<file path="src/rtl/adpll_lock_detect.sv">
// ADPLL lock detector: per-ref-window phase error and control-code stability, debounced lock flag.
// Optional lock-loss event counter is built when ADPLL_LOCK_LOSS_CNT_EN is defined.

module adpll_lock_detect #(
    parameter int unsigned ERR_W      = 16,
    parameter int unsigned ERR_TOL    = 1200,
    parameter int unsigned CODE_TOL   = 1,
    parameter int unsigned LOCK_CNT   = 8,
    parameter int unsigned UNLOCK_CNT = 2
) (
    input  logic             clk,
    input  logic             rst_n,
    input  logic             ref_clk,
    input  logic             fb_clk,
    input  logic [3:0]       vco_code,
    output logic             locked,
    output logic             lock_lost,
    output logic             err_valid,
    output logic [ERR_W-1:0] phase_err,
    output logic [7:0]       loss_count
);

    localparam logic [ERR_W-1:0] CntMax = '1;
    localparam logic [ERR_W-1:0] CntOne = {{(ERR_W-1){1'b0}}, 1'b1};

    typedef enum logic [1:0] {StIdle, StAcq, StLock, StHold} state_e;

    logic [2:0]       ref_sync_q, fb_sync_q;
    logic [3:0]       code_meta_q, code_now_q;
    logic             ref_rise, fb_rise;

    logic [ERR_W-1:0] cnt_q, cnt_d;
    logic [ERR_W-1:0] fb_off_q, fb_off_d;
    logic             fb_seen_q, fb_seen_d;
    logic [1:0]       fb_edges_q, fb_edges_d;
    logic [3:0]       code_prev_q, code_prev_d;

    logic [ERR_W-1:0] fb_lag, err_min, err;
    logic [3:0]       code_delta;
    logic             good, eval;

    state_e           state_q, state_d;
    logic [7:0]       good_cnt_q, good_cnt_d;
    logic [7:0]       bad_cnt_q, bad_cnt_d;
    logic             locked_q, locked_d;
    logic             lock_lost_q, lost_d;
    logic             err_valid_q;
    logic [ERR_W-1:0] phase_err_q;
    logic             drop;

    // Two synchroniser stages plus one edge-detect stage per async input.
    always_ff @(posedge clk or negedge rst_n) begin
        if (!rst_n) begin
            ref_sync_q  <= '0;
            fb_sync_q   <= '0;
            code_meta_q <= '0;
            code_now_q  <= '0;
        end else begin
            ref_sync_q  <= {ref_sync_q[1:0], ref_clk};
            fb_sync_q   <= {fb_sync_q[1:0], fb_clk};
            code_meta_q <= vco_code;
            code_now_q  <= code_meta_q;
        end
    end

    assign ref_rise = ref_sync_q[1] & ~ref_sync_q[2];
    assign fb_rise  = fb_sync_q[1] & ~fb_sync_q[2];

    always_comb begin
        cnt_d       = cnt_q;
        fb_off_d    = fb_off_q;
        fb_seen_d   = fb_seen_q;
        fb_edges_d  = fb_edges_q;
        code_prev_d = code_prev_q;
        if (ref_rise) begin
            // A coincident fb edge opens the new window at offset 0.
            cnt_d       = CntOne;
            code_prev_d = code_now_q;
            fb_off_d    = '0;
            fb_seen_d   = fb_rise;
            fb_edges_d  = {1'b0, fb_rise};
        end else begin
            if (cnt_q != CntMax) begin
                cnt_d = cnt_q + CntOne;
            end
            if (fb_rise) begin
                if (!fb_seen_q) begin
                    fb_off_d  = cnt_q;
                    fb_seen_d = 1'b1;
                end
                if (fb_edges_q != 2'd3) begin
                    fb_edges_d = fb_edges_q + 2'd1;
                end
            end
        end
    end

    always_ff @(posedge clk or negedge rst_n) begin
        if (!rst_n) begin
            cnt_q       <= '0;
            fb_off_q    <= '0;
            fb_seen_q   <= 1'b0;
            fb_edges_q  <= '0;
            code_prev_q <= '0;
        end else begin
            cnt_q       <= cnt_d;
            fb_off_q    <= fb_off_d;
            fb_seen_q   <= fb_seen_d;
            fb_edges_q  <= fb_edges_d;
            code_prev_q <= code_prev_d;
        end
    end

    // Phase error is the shorter way round the window, so a lag near a full period reads small.
    assign fb_lag     = cnt_q - fb_off_q;
    assign err_min    = (fb_off_q < fb_lag) ? fb_off_q : fb_lag;
    assign err        = fb_seen_q ? err_min : CntMax;
    assign code_delta = (code_now_q >= code_prev_q) ? (code_now_q - code_prev_q)
                                                    : (code_prev_q - code_now_q);
    assign good = (fb_edges_q == 2'd1) && (cnt_q != CntMax) && (32'(err) <= ERR_TOL) &&
                  (32'(code_delta) <= CODE_TOL);
    assign eval = ref_rise && (state_q != StIdle);

    always_comb begin
        state_d    = state_q;
        good_cnt_d = good_cnt_q;
        bad_cnt_d  = bad_cnt_q;
        locked_d   = locked_q;
        lost_d     = 1'b0;
        drop       = 1'b0;
        unique case (state_q)
            StIdle: begin
                if (ref_rise) state_d = StAcq;
            end
            StAcq: begin
                if (ref_rise) begin
                    if (!good) begin
                        good_cnt_d = '0;
                    end else if (32'(good_cnt_q) + 32'd1 >= LOCK_CNT) begin
                        state_d    = StLock;
                        locked_d   = 1'b1;
                        good_cnt_d = '0;
                    end else begin
                        good_cnt_d = good_cnt_q + 8'd1;
                    end
                end
            end
            StLock: begin
                if (ref_rise) begin
                    if (!good) begin
                        if (UNLOCK_CNT <= 1) begin
                            drop = 1'b1;
                        end else begin
                            state_d   = StHold;
                            bad_cnt_d = 8'd1;
                        end
                    end
                end else if (cnt_q == CntMax) begin
                    drop = 1'b1;
                end
            end
            StHold: begin
                if (ref_rise) begin
                    if (good) begin
                        state_d   = StLock;
                        bad_cnt_d = '0;
                    end else if (32'(bad_cnt_q) + 32'd1 >= UNLOCK_CNT) begin
                        drop = 1'b1;
                    end else begin
                        bad_cnt_d = bad_cnt_q + 8'd1;
                    end
                end else if (cnt_q == CntMax) begin
                    drop = 1'b1;
                end
            end
            default: state_d = StIdle;
        endcase
        if (drop) begin
            state_d    = StAcq;
            locked_d   = 1'b0;
            lost_d     = 1'b1;
            good_cnt_d = '0;
            bad_cnt_d  = '0;
        end
    end

    always_ff @(posedge clk or negedge rst_n) begin
        if (!rst_n) begin
            state_q     <= StIdle;
            good_cnt_q  <= '0;
            bad_cnt_q   <= '0;
            locked_q    <= 1'b0;
            lock_lost_q <= 1'b0;
            err_valid_q <= 1'b0;
            phase_err_q <= '0;
        end else begin
            state_q     <= state_d;
            good_cnt_q  <= good_cnt_d;
            bad_cnt_q   <= bad_cnt_d;
            locked_q    <= locked_d;
            lock_lost_q <= lost_d;
            err_valid_q <= eval;
            if (eval) phase_err_q <= err;
        end
    end

    assign locked    = locked_q;
    assign lock_lost = lock_lost_q;
    assign err_valid = err_valid_q;
    assign phase_err = phase_err_q;

`ifdef ADPLL_LOCK_LOSS_CNT_EN
    logic [7:0] loss_cnt_q;

    always_ff @(posedge clk or negedge rst_n) begin
        if (!rst_n) begin
            loss_cnt_q <= '0;
        end else if (lost_d && (loss_cnt_q != 8'hff)) begin
            loss_cnt_q <= loss_cnt_q + 8'd1;
        end
    end

    assign loss_count = loss_cnt_q;
`else
    assign loss_count = '0;
`endif

endmodule
</file>
<file path="config.mk">
export PLATFORM = sky130hd
export DESIGN_NAME = adpll_lock_detect
export DESIGN_NICKNAME = d
export VERILOG_FILES = /design/src/rtl/adpll_lock_detect.sv
export SDC_FILE = /design/constraint.sdc
export NUM_CORES = 1
export LEC_CHECK = 0
export CAP_MARGIN = 15
export CORE_MARGIN = 4
export CORE_UTILIZATION = 46
export CTS_BUF_LIST = sky130_fd_sc_hd__clkbuf_4
export CTS_CLUSTER_DIAMETER = 200
export DETAILED_ROUTE_END_ITERATION = 12
export PLACE_DENSITY_LB_ADDON = 0.05
export SYNTH_ARGS = -nofsm -noshare
export SYNTH_HDL_FRONTEND = slang
export SYNTH_SLANG_ARGS = --single-unit
</file>
<file path="constraint.sdc">
create_clock -name clk -period 10.5 [get_ports clk]
set_clock_uncertainty 0.15 [all_clocks]
set_input_delay 1.575 -clock clk [delete_from_list [all_inputs] [get_ports clk]]
set_output_delay 1.575 -clock clk [all_outputs]
set_load 0.02 [all_outputs]
</file>
* Word-level counts from Yosys, hierarchy flattened
Index checks and enable logic that the tools add are counted.
Storage, ports and cells: register bits after elaboration 90, input port bits 8, word-level logic and storage cells 119
Cells by class: add/subtract/negate cells 9, $lt $le $gt $ge 6, eq/ne operators 17, multiplexer cells 47, bitwise logic cells 4, reductions and logical operators 20
Operators with widths (count):
- $mux W16 | 7
- $mux W8 | 11
- $mux W2 | 12
- $ne A3 B3 Y1 const B | 8
- $add A8 B1 Y9 const B | 2
- $add A16 B1 Y16 const B | 1
- $add A8 B1 Y8 const B | 2
- $eq A16 B16 Y1 const B | 1
- $le A16 B11 Y1 const B | 1
- $lt A16 B16 Y1 | 1
- $ne A16 B16 Y1 const B | 1
- $pmux W8 S2 | 1
- $reduce_bool A2 Y1 | 8
- $sub A16 B16 Y16 | 1
- $mux W1 | 13
- $ge A9 B2 Y1 const B | 1
- $ge A9 B4 Y1 const B | 1
- $pmux W2 S4 | 1
- $reduce_and A8 Y1 | 1
- $sub A4 B4 Y4 | 2
- $reduce_and A2 Y1 | 3
- $reduce_and A5 Y1 | 1
- $eq A2 B1 Y1 const B | 2
- $eq A2 B2 Y1 const B | 2
- other kinds (13) | 19

* Depth between registers and ports, before layout
word-level depth 12, depth in mapped cells 21, gate-level depth less buffers 19

* Least setup slack after synthesis
OpenSTA, ideal clock, no wires.
path type reg2reg, start register cnt_q[6], end register good_cnt_q[0], setup time 128 ps, data arrival time 4946 ps, required time 10222 ps, setup slack 5277 ps, cell stages (with the launch flop) 20, cell sequence dfrtp_1 > ha_1 > a21o_1 > or3_4 > o211a_1 > o32ai_1 > nor2_1 > xnor2_1 > ha_1 > nand2_1 > or3_1 > or2_1 > buf_2 > and3_1 > buf_6 > o31ai_4 > nand4_2 > or4_4 > a21oi_4 > mux2_1
Between the ends: word-level cells in the longest chain between the ends 12, elaborated cells between the ends (all ways) 22
Ends and longest elaborated chain:
- from (decl) | line 32 | logic [ERR_W-1:0] cnt_q, cnt_d;
- from (signal assigned) | line 106 | cnt_q <= cnt_d;
- $sub A16 B16 Y16 | line 115 | assign fb_lag = cnt_q - fb_off_q;
- $lt A16 B16 Y1 | line 116 | assign err_min = (fb_off_q < fb_lag) ? fb_off_q : fb_lag;
- $mux W16 | line 116
- $mux W16 | line 117 | assign err = fb_seen_q ? err_min : CntMax;
- $le A16 B11 Y1 | line 120 | assign good = (fb_edges_q == 2'd1) && (cnt_q != CntMax) && (32'(err) <= ERR_TOL) &&
- $logic_and A1 B1 Y1 (2 in a row) | line 120
- $mux W1 | line 164 | if (good) begin
- $mux W1 | line 163 | if (ref_rise) begin
- $pmux W1 S2 | line 131 | unique case (state_q)
- $reduce_bool A2 Y1 (no source line)
- $reduce_and A2 Y1 (no source line)
- to (signal assigned) | line 198 | good_cnt_q <= good_cnt_d;
- to (decl) | line 43 | logic [7:0] good_cnt_q, good_cnt_d;
Parallel ways exist; a longest one is shown, timed or not. The select of a mux whose other input is x is not followed. A chain may end at the register's enable or synchronous reset.

* Final worst setup path
start register fb_off_q[6], end register good_cnt_q[0]
Between the ends: word-level cells in the longest chain between the ends 12, elaborated cells between the ends (all ways) 17
Ends and longest elaborated chain:
- from (decl) | line 33 | logic [ERR_W-1:0] fb_off_q, fb_off_d;
- from (signal assigned) | line 107 | fb_off_q <= fb_off_d;
- $sub A16 B16 Y16 | line 115
- $lt A16 B16 Y1 | line 116
- $mux W16 * | line 116
- $mux W16 * | line 117
- $le A16 B11 Y1 * | line 120
- $logic_and A1 B1 Y1 * (2 in a row) | line 120
- $mux W1 | line 164
- $mux W1 | line 163
- $pmux W1 S2 | line 131
- $reduce_bool A2 Y1 (no source line)
- $reduce_and A2 Y1 (no source line)
Every way passes the cells marked *; elsewhere a longest branch is shown, timed or not. The select of a mux whose other input is x is not followed.

==> results by group <==
Timing
  • Crit path time final: a little under 6 ns
  • Setup TNS: 0 ns
  • Final setup violation count: 0
  • Relative slew slack: 0.458
  • Final hold vios: 0
  • Worst Tran Pin Value: ~0.8 ns
  • Hold WS: around 0.22 ns
  • Tcrit/Tclk final: 0.551
  • Unrepaired setup endpoints after global routing: no
  • Max Freq: about 170 MHz
  • Final slew viol count: 0

Synth
  • Post-Syn Area: roughly 5600 um^2
  • Gate Count Post-Synth: 624
  • Register area share after synthesis: 0.399
  • Synth cell types: 75
  • Ys flop type: dfrtp_1
  • Ys async rst share: 1.00
  • Syn Area/Cell: between 9 and 10 um^2
  • Post-synth EDFFs: 0
  • Seq cells post-synth: 90
  • Ys Warns: 0

CTS
  • Root Driver: clkbuf_4
  • Setup bufs post-CTS: 0
  • CTS tree: built
  • Clk_lat worst skew: between 0.4 and 0.5 ns
  • # resized after CTS: 0
  • Cts hold-fix bufs: 0
  • CTS Buffer Depth: 2
  • Inserted Clock Buffers: 9
  • Htree depth: 3
  • CTS clock-pin slew for the worst setup and hold paths: 0.17 ns
  • CTS Sinks: 90

Finish
  • Final Non-Filler Cells: around 790
  • Fillers: 1117
  • Final Net Count: 695
  • P&R area growth vs syn: 8.83%
  • # diodes: 0
  • Ratio of cells with drive above 1 in the final layout: 0.0606

Die
  • Chip Width: 119 um
  • Initial Util: 0.470
  • I/O Pins: 35
  • FP Rows: 40
  • Die height: between 100 and 150 um
  • Core ar.: 12000 um^2
  • Full die area: about 14000 um^2

Worst setup path
  • Crit path required time: 10.72 ns
  • Reg2Reg Depth: 18
  • CP startpoint: fb_off_q[6]
  • CP max FO: 11
  • CP endpoint: good_cnt_q[0]
  • Setup CP Type: register to register
  • Reg2reg start: fb_off_q[6]
  • Register-to-register setup slack: 4.72 ns
  • Worst EP arrival: about 6 ns
  • FF-to-FF End: good_cnt_q[0]
  • Startpoint Class: register
  • CP endpoint kind: register

Route
  • DRC viols: 0
  • Vias: 4500
  • Violation count after the first detailed-route iteration: 282
  • Routed len/inst: 17.3 um
  • Post-DRT Antenna Nets: 0
  • Drt via density: 5.69
  • First-pass DRT Iterations: 5
  • DRT Wirelength: about 14000 um

Outcome
  • Status: finished clean

Placement
  • DP HPWL: between 10000 and 15000 um
  • PortBufs: 26
  • Final Wtd Congestion: about 0.90
  • Placed Instances: around 770

GRT
  • GRT Resource Usage Total: 0.201
  • First-pass GRT wire length: 22400 um
  • Antenna violations before repair: 0
  • Largest net degree at the start of global routing: 53
  • Vias in the first global route: 4290
  • Total grt overflow: 0

Power and ir drop
  • Max rail drop VDD: 0.0945 mV
  • P_leak: 2.73 nW
  • Power Dens Cells: 184 nW/um^2

Hold path
  • Type of the tightest min-delay check: register to register

Job
  • Max Cap Viol: 0
## critical path, stage by stage, from the launching register on
cell,delay [ns]
dfrtp_1,0.43
inv_1,0.09
ha_1,0.37
a21o_1,0.24
or3_4,0.34
o211a_1,0.27
o32ai_1,0.46
nor2_1,0.11
xnor2_1,0.14
ha_1,0.31
a2111oi_0,0.34
o21ai_1,0.13
o22ai_2,0.23
and3_1,0.49
o311a_1,0.24
nand4_2,0.15
or4_4,0.60
a21oi_4,0.23
mux2_1,0.34
## final cells by class
type	instances	area, um^2	area share
clock buffer	9	67.6	0.0110
tap	147	184	0.0300
timing repair buffer	30	294	0.0479
sequential	90	2250	0.367
multi-input combinational	465	3090	0.503
inverter	43	161	0.0263
clock inverter	7	91.3	0.0149
## through the flow
| stage | setup slack, ns | utilization | area (um^2) | power [mW] |
|---|---|---|---|---|
| 2_1_floorplan | 5.28 | - | 5670 | 0.772 |
| 5_1_grt | 4.27 | 0.511 | 6140 | 1.22 |
| 3_5_place_dp | 4.83 | 0.497 | 5970 | 0.913 |
| 4_1_cts | 4.75 | 0.510 | 6120 | 1.14 |
| 3_3_place_gp | 4.86 | 0.497 | 5970 | 0.912 |
| 6_report | 4.72 | 0.511 | 6140 | 1.13 |
## layer usage
metal	share of wire	vias to the layer above	global-route usage	wire (um)
met4	0.028	0	0.0825	389
met5	0	-	0	0
met1	0.48	2181	0.280	6590
met2	0.45	86	0.305	6170
li1	-	2205	-	-
met3	0.037	28	0.0426	510
## synthesized netlist by cell type, drive strengths merged, types with 3 or more instances
library cell	n	area share
o22a	3	0.0047
clkbuf	18	0.012
nand2b	8	0.0089
nand2	79	0.053
xor2	14	0.023
nor2	42	0.028
buf	15	0.018
a21oi	58	0.053
o21ai	36	0.033
and3	7	0.0078
o31ai	3	0.0073
nor2b	14	0.016
a211oi	7	0.0093
o21a	7	0.0093
o211ai	7	0.0093
inv	43	0.029
xnor2	8	0.012
nor4	4	0.0055
dfrtp	90	0.40
and4	6	0.0093
nand4	13	0.016
or3	9	0.011
a21o	9	0.012
or2	3	0.0033
nor3	5	0.0044
and2	8	0.0089
a31oi	9	0.011
o221ai	3	0.0047
a211o	3	0.0047
nand3	10	0.011
ha	45	0.10
fa	3	0.011
a2111oi	4	0.0075
## registers in the layout (all words and copies together), names as in the netlist, 2 cells and up
name	count
code_prev_q	4
fb_edges_q	2
bad_cnt_q	8
good_cnt_q	8
ref_sync_q	3
fb_sync_q	3
phase_err	16
code_meta_q	4
code_now_q	4
fb_off_q	16
state_q	2
cnt_q	16
## power breakdown
part / leakage, nW / switching (mW) / internal [mW]
sequential: 1.15 / 0.0289 / 0.373
combinational: 1.50 / 0.296 / 0.209
clock: 0.0776 / 0.128 / 0.0957
## worst min-delay path by stage
stage                     cells after the start            end      startpoint  slack (ns)
final                                         0  code_now_q[0]  code_meta_q[0]        0.22
after global routing                          0  code_now_q[1]  code_meta_q[1]        0.23
after CTS                                     0  code_now_q[0]  code_meta_q[0]        0.22
after detailed placement                      0  code_now_q[0]  code_meta_q[0]        0.18
after global placement                        0  code_now_q[0]  code_meta_q[0]        0.18
after floorplan                               0  code_now_q[0]  code_meta_q[0]        0.18
## cells in the final DEF, fill, tap and decap left out, types with 9 or more instances in the layout
| master | count |
|---|---|
| dfrtp_1 | 90 |
| a21oi_1 | 57 |
| inv_1 | 43 |
| nor2b_1 | 13 |
| ha_1 | 45 |
| o21ai_0 | 28 |
| nand4_1 | 12 |
| a21o_1 | 9 |
| clkdlybuf4s50_1 | 25 |
| clkbuf_4 | 9 |
| nand2_1 | 79 |
| nor2_1 | 42 |
| xor2_1 | 13 |
## cell families (layout without fill, tap and decap cells)
kind of cell               count (synthesis)  count (layout)  synth area share
and+or+nand+nor                          215             215             0.192
AOI/OAI and AO/OA                        168             168             0.196
muxes                                      4               4           0.00754
buffers and inverters                     76              89            0.0583
DFF                                       90              90             0.399
other                                      1               8          0.000665
xor gates and xnor gates                  22              22            0.0355
adders and majority gates                 48              48             0.110
(Power assumes the default switching activity.)
